### config.mk
export PLATFORM = sky130hd
export DESIGN_NAME = zeta_table_gen
export DESIGN_NICKNAME = d
export VERILOG_FILES = /design/src/rtl/zeta_table_gen.sv
export SDC_FILE = /design/constraint.sdc
export NUM_CORES = 1
export LEC_CHECK = 0
export BUFFER_PORTS_ARGS = -buffer_cell sky130_fd_sc_hd__buf_2
export CAP_MARGIN = 20
export CORE_MARGIN = 1
export CORE_UTILIZATION = 40
export DETAILED_ROUTE_END_ITERATION = 12
export PLACE_DENSITY_LB_ADDON = 0.08
export REMOVE_ABC_BUFFERS = 1
export SETUP_SLACK_MARGIN = 0.05
export SLEW_MARGIN = 5
export SYNTH_ARGS = -nofsm -noshare
export SYNTH_HDL_FRONTEND = slang
export SYNTH_SLANG_ARGS = --single-unit
### constraint.sdc
create_clock -name clk -period 10.83 [get_ports clk]
set_input_delay 1.083 -clock clk [delete_from_list [all_inputs] [get_ports clk]]
set_output_delay 1.083 -clock clk [all_outputs]
set_load 0.005 [all_outputs]
### src/rtl/zeta_table_gen.sv
// Builds the NTT twiddle table: writes ZETA^i mod Q to address bitrev(i), three cycles per entry.
// Define ZGEN_MONT_EN to write entries in Montgomery form (seeded with 2^32 mod Q).
module zeta_table_gen #(
  parameter int unsigned WIDTH  = 23,
  parameter int unsigned LENGTH = 256,
  parameter int unsigned Q      = 8380417,
  parameter int unsigned ZETA   = 1753,
  localparam int unsigned AW    = $clog2(LENGTH)
) (
  input  logic             clk,
  input  logic             rst,
  input  logic             start,
  output logic             busy,
  output logic             done,
  output logic             wr_en,
  output logic [AW-1:0]    wr_addr,
  output logic [WIDTH-1:0] wr_data
);

  localparam int unsigned PW = 2 * WIDTH;
  localparam int unsigned MW = WIDTH + 2;

`ifdef ZGEN_MONT_EN
  localparam logic [WIDTH-1:0] ACC0 = WIDTH'((64'd1 << 32) % 64'(Q));
`else
  localparam logic [WIDTH-1:0] ACC0 = WIDTH'(1);
`endif

  localparam logic [MW-1:0]    M_BAR  = MW'((128'd1 << PW) / 128'(Q));
  localparam logic [PW+MW-1:0] Q_W    = (PW+MW)'(Q);
  localparam logic [WIDTH+1:0] Q_R    = (WIDTH+2)'(Q);
  localparam logic [PW-1:0]    ZETA_P = PW'(ZETA);

  typedef enum logic [2:0] {S_IDLE, S_WRITE, S_MUL, S_RED, S_DONE} state_t;

  state_t           state_q, state_d;
  logic [AW-1:0]    i_q, i_d, addr_q, addr_d;
  logic [WIDTH-1:0] acc_q, acc_d, data_q, data_d;
  logic [PW-1:0]    prod_q, prod_d;

  logic [PW+MW-1:0] bar_prod, bar_sub;
  logic [MW-1:0]    q_est;
  logic [WIDTH+1:0] red_r0, red_r1, red_r2;
  logic [WIDTH-1:0] red_out;
  logic             unused_bits;

  function automatic logic [AW-1:0] bitrev(input logic [AW-1:0] x);
    logic [AW-1:0] r;
    r = '0;
    for (int unsigned b = 0; b < AW; b++) r[b] = x[AW-1-b];
    return r;
  endfunction

  // Barrett with k = 2*WIDTH: the quotient estimate is at most 2 low, so two conditional subtracts suffice.
  always_comb begin
    bar_prod = {{MW{1'b0}}, prod_q} * {{PW{1'b0}}, M_BAR};
    q_est    = bar_prod[PW+MW-1:PW];
    bar_sub  = {{MW{1'b0}}, prod_q} - ({{PW{1'b0}}, q_est} * Q_W);
    red_r0   = bar_sub[WIDTH+1:0];
    red_r1   = (red_r0 >= Q_R) ? red_r0 - Q_R : red_r0;
    red_r2   = (red_r1 >= Q_R) ? red_r1 - Q_R : red_r1;
    red_out  = red_r2[WIDTH-1:0];
  end

  assign unused_bits = ^{bar_prod[PW-1:0], bar_sub[PW+MW-1:WIDTH+2], red_r2[WIDTH+1:WIDTH]};

  always_comb begin
    state_d = state_q;
    i_d     = i_q;
    acc_d   = acc_q;
    prod_d  = prod_q;
    addr_d  = addr_q;
    data_d  = data_q;
    busy    = 1'b0;
    done    = 1'b0;
    wr_en   = 1'b0;
    case (state_q)
      S_IDLE: begin
        if (start) begin
          state_d = S_WRITE;
          i_d     = '0;
          acc_d   = ACC0;
          addr_d  = bitrev('0);
          data_d  = ACC0;
        end
      end
      S_WRITE: begin
        wr_en   = 1'b1;
        busy    = 1'b1;
        state_d = (i_q == AW'(LENGTH - 1)) ? S_DONE : S_MUL;
      end
      S_MUL: begin
        busy    = 1'b1;
        prod_d  = {{WIDTH{1'b0}}, acc_q} * ZETA_P;
        state_d = S_RED;
      end
      S_RED: begin
        busy    = 1'b1;
        acc_d   = red_out;
        i_d     = i_q + AW'(1);
        addr_d  = bitrev(i_q + AW'(1));
        data_d  = red_out;
        state_d = S_WRITE;
      end
      S_DONE: begin
        done    = 1'b1;
        i_d     = '0;
        acc_d   = ACC0;
        state_d = S_IDLE;
      end
      default: state_d = S_IDLE;
    endcase
  end

  always_ff @(posedge clk) begin
    if (rst) begin
      state_q <= S_IDLE;
      i_q     <= '0;
      acc_q   <= ACC0;
      prod_q  <= '0;
      addr_q  <= '0;
      data_q  <= '0;
    end else begin
      state_q <= state_d;
      i_q     <= i_d;
      acc_q   <= acc_d;
      prod_q  <= prod_d;
      addr_q  <= addr_d;
      data_q  <= data_d;
    end
  end

  assign wr_addr = addr_q;
  assign wr_data = data_q;

endmodule
== Yosys cells after proc, flatten, opt, wreduce, memory -nomap -nowiden ==
Cells that the tools add are included.

* Register bits after elaboration: 99
* Latch bits: 0
* Memory bits (writable): 0
* ROM bits: 0
* Bits of input ports: 3
* Output and inout bits: 34
* Word-level logic and storage cells: 41
* Memories: 0

* Add/sub/neg operators: 4
* $mul: 3
* Divide/modulo/power cells: 0
* $lt $le $gt $ge: 2
* Eq/ne operators: 6
* Shift-type cells: 0
* Multiplexer cells: 14
* Bitwise gates (word level): 0
* Reduce and logical (&&, ||, !) cells: 6

{| class="wikitable"
|+ Operator list
! operator !! count
|-
| 23-bit case mux with 3 select lines || 1
|-
| 34-bit by 24-bit multiplier with 58-bit output (second input constant) || 1
|-
| 25-bit by 23-bit greater-or-equal comparator with 1-bit output (second input constant) || 2
|-
| 23-bit two-way mux || 2
|-
| 23-bit case mux with 2 select lines || 1
|-
| 23-bit by 11-bit multiplier with 34-bit output (second input constant) || 1
|-
| 12-bit by 23-bit multiplier with 25-bit output (second input constant) || 1
|-
| 25-bit two-way mux || 1
|-
| 25-bit by 23-bit subtractor with 25-bit output (second input constant) || 1
|-
| 25-bit subtractor || 1
|-
| 8-bit case mux with 3 select lines || 1
|-
| 23-bit subtractor (second input constant) || 1
|-
| 8-bit case mux with 2 select lines || 1
|-
| 3-bit case mux with 4 select lines || 1
|-
| 8-bit by 1-bit adder with 8-bit output (second input constant) || 1
|-
| 8-bit == test (second input constant) || 1
|-
| 8-bit two-way mux || 1
|-
| 3-bit by 2-bit == test with 1-bit output (second input constant) || 2
|-
| 3-bit two-way mux || 2
|-
| 2-bit AND reduction || 2
|-
| 3-bit by 1-bit == test with 1-bit output (second input constant) || 1
|-
| 3-bit == test (second input constant) || 1
|-
| 3-bit zero test || 1
|-
| 1-bit two-way mux || 3
|-
| other kinds (4) || 4
|}

== Depth between registers and ports, before layout ==
* Depth after elaboration: 8
* Mapped depth: 52
* Mapped depth without buffers: 48

== Least setup slack after synthesis ==
No wires, ideal clock.

* Kind: flip-flop to flip-flop
* Start: register prod_q[24]
* End: register acc_q[18]
* Setup time: 0.114 ns
* Arrival: 11.255 ns
* Setup slack: -0.539 ns
* Cell stages (with the launch flop): 47
* Cells stage by stage: dfxtp_1 > fa_1 > fa_1 > fa_1 > ha_1 > ha_1 > a21o_1 > a21oi_1 > nor2_1 > nor2_1 > o21ai_0 > a21o_1 > a211oi_1 > o21ai_0 > a21oi_1 > o21ai_0 > xnor2_1 > xnor2_1 > [11 not listed] > a31oi_1 > o211ai_1 > a211oi_1 > nor2_1 > or4b_1 > nor3_1 > or2_2 > buf_2 > nor2_1 > clkbuf_1 > xnor2_1 > ha_1 > a21bo_2 > nor3_1 > nor4_1 > xnor2_1 > and2_1 > a21o_1

* Longest elaborated chain between the ends: 8
* Elaborated cells between the ends (all ways): 10
* Those cells by class: 3 x add/sub; 2 x mul; 2 x order compare; 3 x mux

{| class="wikitable"
|+ RTL lines
! element !! line !! source
|-
| from (decl) || 39 || <nowiki>logic [PW-1:0] prod_q, prod_d;</nowiki>
|-
| from (signal assigned) || 127 || <nowiki>prod_q <= prod_d;</nowiki>
|-
| 34-bit by 24-bit multiplier with 58-bit output || 56 || <nowiki>bar_prod = {{MW{1'b0}}, prod_q} * {{PW{1'b0}}, M_BAR};</nowiki>
|-
| 12-bit by 23-bit multiplier with 25-bit output || 58 || <nowiki>bar_sub = {{MW{1'b0}}, prod_q} - ({{PW{1'b0}}, q_est} * Q_W);</nowiki>
|-
| 25-bit subtractor (*) || 58 ||
|-
| 25-bit by 23-bit subtractor with 25-bit output / 25-bit by 23-bit greater-or-equal comparator with 1-bit output (equally long branches) || 60 || <nowiki>red_r1 = (red_r0 >= Q_R) ? red_r0 - Q_R : red_r0;</nowiki>
|-
| 25-bit two-way mux (*) || 60 ||
|-
| 23-bit subtractor / 25-bit by 23-bit greater-or-equal comparator with 1-bit output (equally long branches) || 61 || <nowiki>red_r2 = (red_r1 >= Q_R) ? red_r1 - Q_R : red_r1;</nowiki>
|-
| 23-bit two-way mux (*) || 61 ||
|-
| 23-bit case mux with 3 select lines (*) || 77 || <nowiki>case (state_q)</nowiki>
|-
| to (signal assigned) || 119 || <nowiki>acc_q <= ACC0;</nowiki>
|-
| to (signal assigned) || 126 || <nowiki>acc_q <= acc_d;</nowiki>
|-
| to (decl) || 38 || <nowiki>logic [WIDTH-1:0] acc_q, acc_d, data_q, data_d;</nowiki>
|}

Every way passes the cells marked *; elsewhere a longest branch is shown, timed or not.
A chain may end at the register's enable or synchronous reset.

== Final worst setup path ==
* Start: register prod_q[28]
* End: register acc_q[12]

* Longest elaborated chain between the ends: 8
* Elaborated cells between the ends (all ways): 10
* Those cells by class: 3 x add/sub; 2 x mul; 2 x order compare; 3 x mux

{| class="wikitable"
|+ RTL lines
! element !! line
|-
| 34-bit by 24-bit multiplier with 58-bit output (*) || 56
|-
| 12-bit by 23-bit multiplier with 25-bit output (*) || 58
|-
| 25-bit subtractor (*) || 58
|-
| 25-bit by 23-bit subtractor with 25-bit output / 25-bit by 23-bit greater-or-equal comparator with 1-bit output (equally long branches) || 60
|-
| 25-bit two-way mux (*) || 60
|-
| 23-bit subtractor / 25-bit by 23-bit greater-or-equal comparator with 1-bit output (equally long branches) || 61
|-
| 23-bit two-way mux (*) || 61
|-
| 23-bit case mux with 3 select lines (*) || 77
|}

Marks and branches as above.

==> impl_metrics.tcl <==
set metrics [dict create \
    run_status "complete, but fails checks" \
    failed_checks "setup timing" \
    top_layer_used "met4" \
    die_area_sq_um 43600 \
    grt_pass1_wl_microns 79400 \
    hold_path_depth 1 \
    layout.nets 2780 \
    worstSkewPairLatency_ps 370 \
    r2r_slack_ps -130 \
    ys_ff_latch 99 \
    tightest_slew_ps 968 \
    worst-setup-path-type "flip-flop to flip-flop" \
    place_congestion 0.889 \
    yosysSeqAreaShare_pct 11.6 \
    fmax_mhz 91.2 \
    core-area_sq_um 42100 \
    yosysWarnings 0 \
    ant_nets 0 \
    drv_cap 0 \
    hpwl_microns 41500 \
    syn_inst 1914 \
    clockBufferDepth 2 \
    vias 14167 \
    finalHoldViolations 0 \
    synth_cell_types 83 \
    cts_buffers 9 \
    timing.final.ws_setup_ps -131 \
    met2WireLength_microns 22700 \
    crit_top_cell "fa_1" \
    avgViaCountPerCell 5.10 \
    setup-tns-final_ps -2260 \
    grt_pass1_vias 14621 \
    synthFlopType "dfxtp_1" \
    post-route-period-util_pct 101 \
    syn_avg_cell_area_sq_um 8.95 \
    max_slew_margin_pct 35.2 \
    clock_sinks 99 \
    worstRegToRegCells 43 \
    skew_ps 16.9 \
    final_common_cell "ha_1" \
    r2r-start "prod_q[28]$_SDFFE_PP0P_" \
    wl_per_cell_microns 17.7 \
    dieHeight_microns 209 \
    path_clk_slew_ps 80 \
    cp_data_required_time_ps 11040 \
    crit_path_max_incr_delay_ps 590 \
    routed_wl_microns 49200 \
    die_x_microns 209 \
    route.met3.wl_microns 1100 \
    crit_path_start_kind "flip-flop" \
    ys_async_sr_fraction_pct 0 \
    area_growth_pct 26.8 \
    grt_usage_pct 23.1 \
    met1_length_microns 24600 \
    dpl_cell_area_sq_um 20000 \
    synth_edf_count 0 \
    fp-row-count 75 \
    num_antenna_cells 0 \
    overflow 0 \
    fin_area_sq_um 21700 \
    hold_end "wr_data[17]$_SDFFE_PP0P_" \
    syn_area_sq_um 17100 \
    rsz0062_at_grt "true" \
    cp.arrival_ps 11170 \
    drive_gt1_share_pct 24.1 \
    cpMaxStageDelayCell "fa_1" \
    reg2reg_to "acc_q[12]$_SDFFE_PP0P_" \
    portBuffers 36 \
    cts_max_level 3 \
    drt_iter0_markers 629 \
    hold_buffers 0 \
    hold_class "flip-flop to flip-flop" \
    hp-start "wr_data[17]$_SDFFE_PP0P_" \
    drc 0 \
    cts_tree "built" \
    maxSlewViolCount 0 \
    grt_max_degree 60 \
    antenna_found_initial 0 \
    start_util_pct 40.7 \
    cts-root-buf "clkbuf_16" \
    first_pass_iters 5 \
    layout_min_cycle_time_ps 10960 \
    endpoint_kind "flip-flop" \
    setup_viol_count_final 27 \
    ios 37 \
    final_cell_mix "ha_1 (321), buf_4 (294), inv_1 (287)" \
    crit_fanout 6 \
]
[stage by stage]
stage                     cells  utilization (%)  hold slack (ps)  setup WS (ps)
after global placement     2735             47.6              434           -744
after detailed placement   2735             47.6              435           -853
final                      2780             51.5              452           -131
after CTS                  2768             50.3              456           53.1
after floorplan            1875                -              439           -724
after global routing       2780             51.5              473           -555
[critical path, delay by kind of cell, from the launching register on]
| kind | cells | cell delay (ps) |
|---|---|---|
| adder cells (fa/ha/maj) | 10 | 4370 |
| buffers and inverters | 9 | 850 |
| XOR/XNOR | 3 | 490 |
| flip-flops | 1 | 360 |
| AO/OA/AOI/OAI | 9 | 1990 |
| AND/OR/NAND/NOR | 12 | 2740 |
[how the worst max path moves through the flow]
stage | start | endpoint | slack, ps | cells past startpoint
after CTS | prod_q[22]$_SDFFE_PP0P_ | acc_q[12]$_SDFFE_PP0P_ | 50 | 47
after detailed placement | prod_q[30]$_SDFFE_PP0P_ | acc_q[12]$_SDFFE_PP0P_ | -850 | 43
final | prod_q[28]$_SDFFE_PP0P_ | acc_q[12]$_SDFFE_PP0P_ | -130 | 43
after global routing | prod_q[20]$_SDFFE_PP0P_ | acc_q[12]$_SDFFE_PP0P_ | -550 | 46
after floorplan | prod_q[2]$_SDFFE_PP0P_ | wr_data[17]$_SDFFE_PP0P_ | -720 | 41
after global placement | prod_q[20]$_SDFFE_PP0P_ | wr_data[12]$_SDFFE_PP0P_ | -740 | 42
[state kept, by name, summed over array words and instances (netlist names)]
register,count
i_q,8
acc_q,23
prod_q,34
wr_data,23
state_q,3
wr_addr,8
[cells in the mapped netlist (all sizes together) (4+ instances only)]
cell type	instances	area share [%]
a2111oi	10	0.51
a211o	4	0.20
a211oi	22	1.0
a21boi	5	0.22
a21o	44	1.9
a21oi	111	3.3
a22o	4	0.20
a31oi	14	0.51
and2	12	0.44
and3	13	0.47
buf	7	0.18
clkbuf	32	0.70
dfxtp	99	12
fa	194	23
ha	347	25
inv	296	6.5
mux2i	4	0.23
nand2	167	3.7
nand2b	15	0.55
nand3	35	1.0
nand3b	5	0.22
nand4	9	0.33
nor2	105	2.3
nor2b	13	0.47
nor3	35	1.1
nor3b	4	0.18
nor4	17	0.71
o211ai	11	0.48
o21a	7	0.31
o21ai	61	1.8
o21bai	13	0.57
o31ai	5	0.22
or2	7	0.26
or3	10	0.37
xnor2	87	4.4
xor2	31	1.6
[cell families after synthesis]
| kind of cell | synth area share, % |
|---|---|
| muxes | 0.300 |
| AOI/OAI and AO/OA | 13.6 |
| xor gates and xnor gates | 6.48 |
| adders and majority gates | 48.1 |
| DFF | 11.6 |
| and+or+nand+nor | 12.6 |
| buffers and inverters | 7.37 |
[area by class of cell]
class | instances | area [sq um]
fillers | 3945 | 20400
repair buffers | 350 | 2660
inverters | 296 | 1120
flip-flops and latches | 99 | 2020
clock buffers | 9 | 225
clock inverters | 7 | 78.8
multi-input cells | 1480 | 14900
well taps | 539 | 674
[metal layers]
layer  track usage, %  up-vias
li1                 -     7133
met1             32.7     6813
met2             38.6      183
met3             2.00       38
met4             4.36        0
met5                0        -
[timing repair]
item / 4_1_cts / 5_1_grt
endpoints found under the setup margin: 46 / 46
resized for setup: 146 / 78
buffers inserted: 16 / 12
gates cloned: 1 / 0
pin swaps: 94 / 42
Power is left out: the tool's default activity adds up to more than one toggle a clock period on the data nets, which glitch-free logic cannot reach.
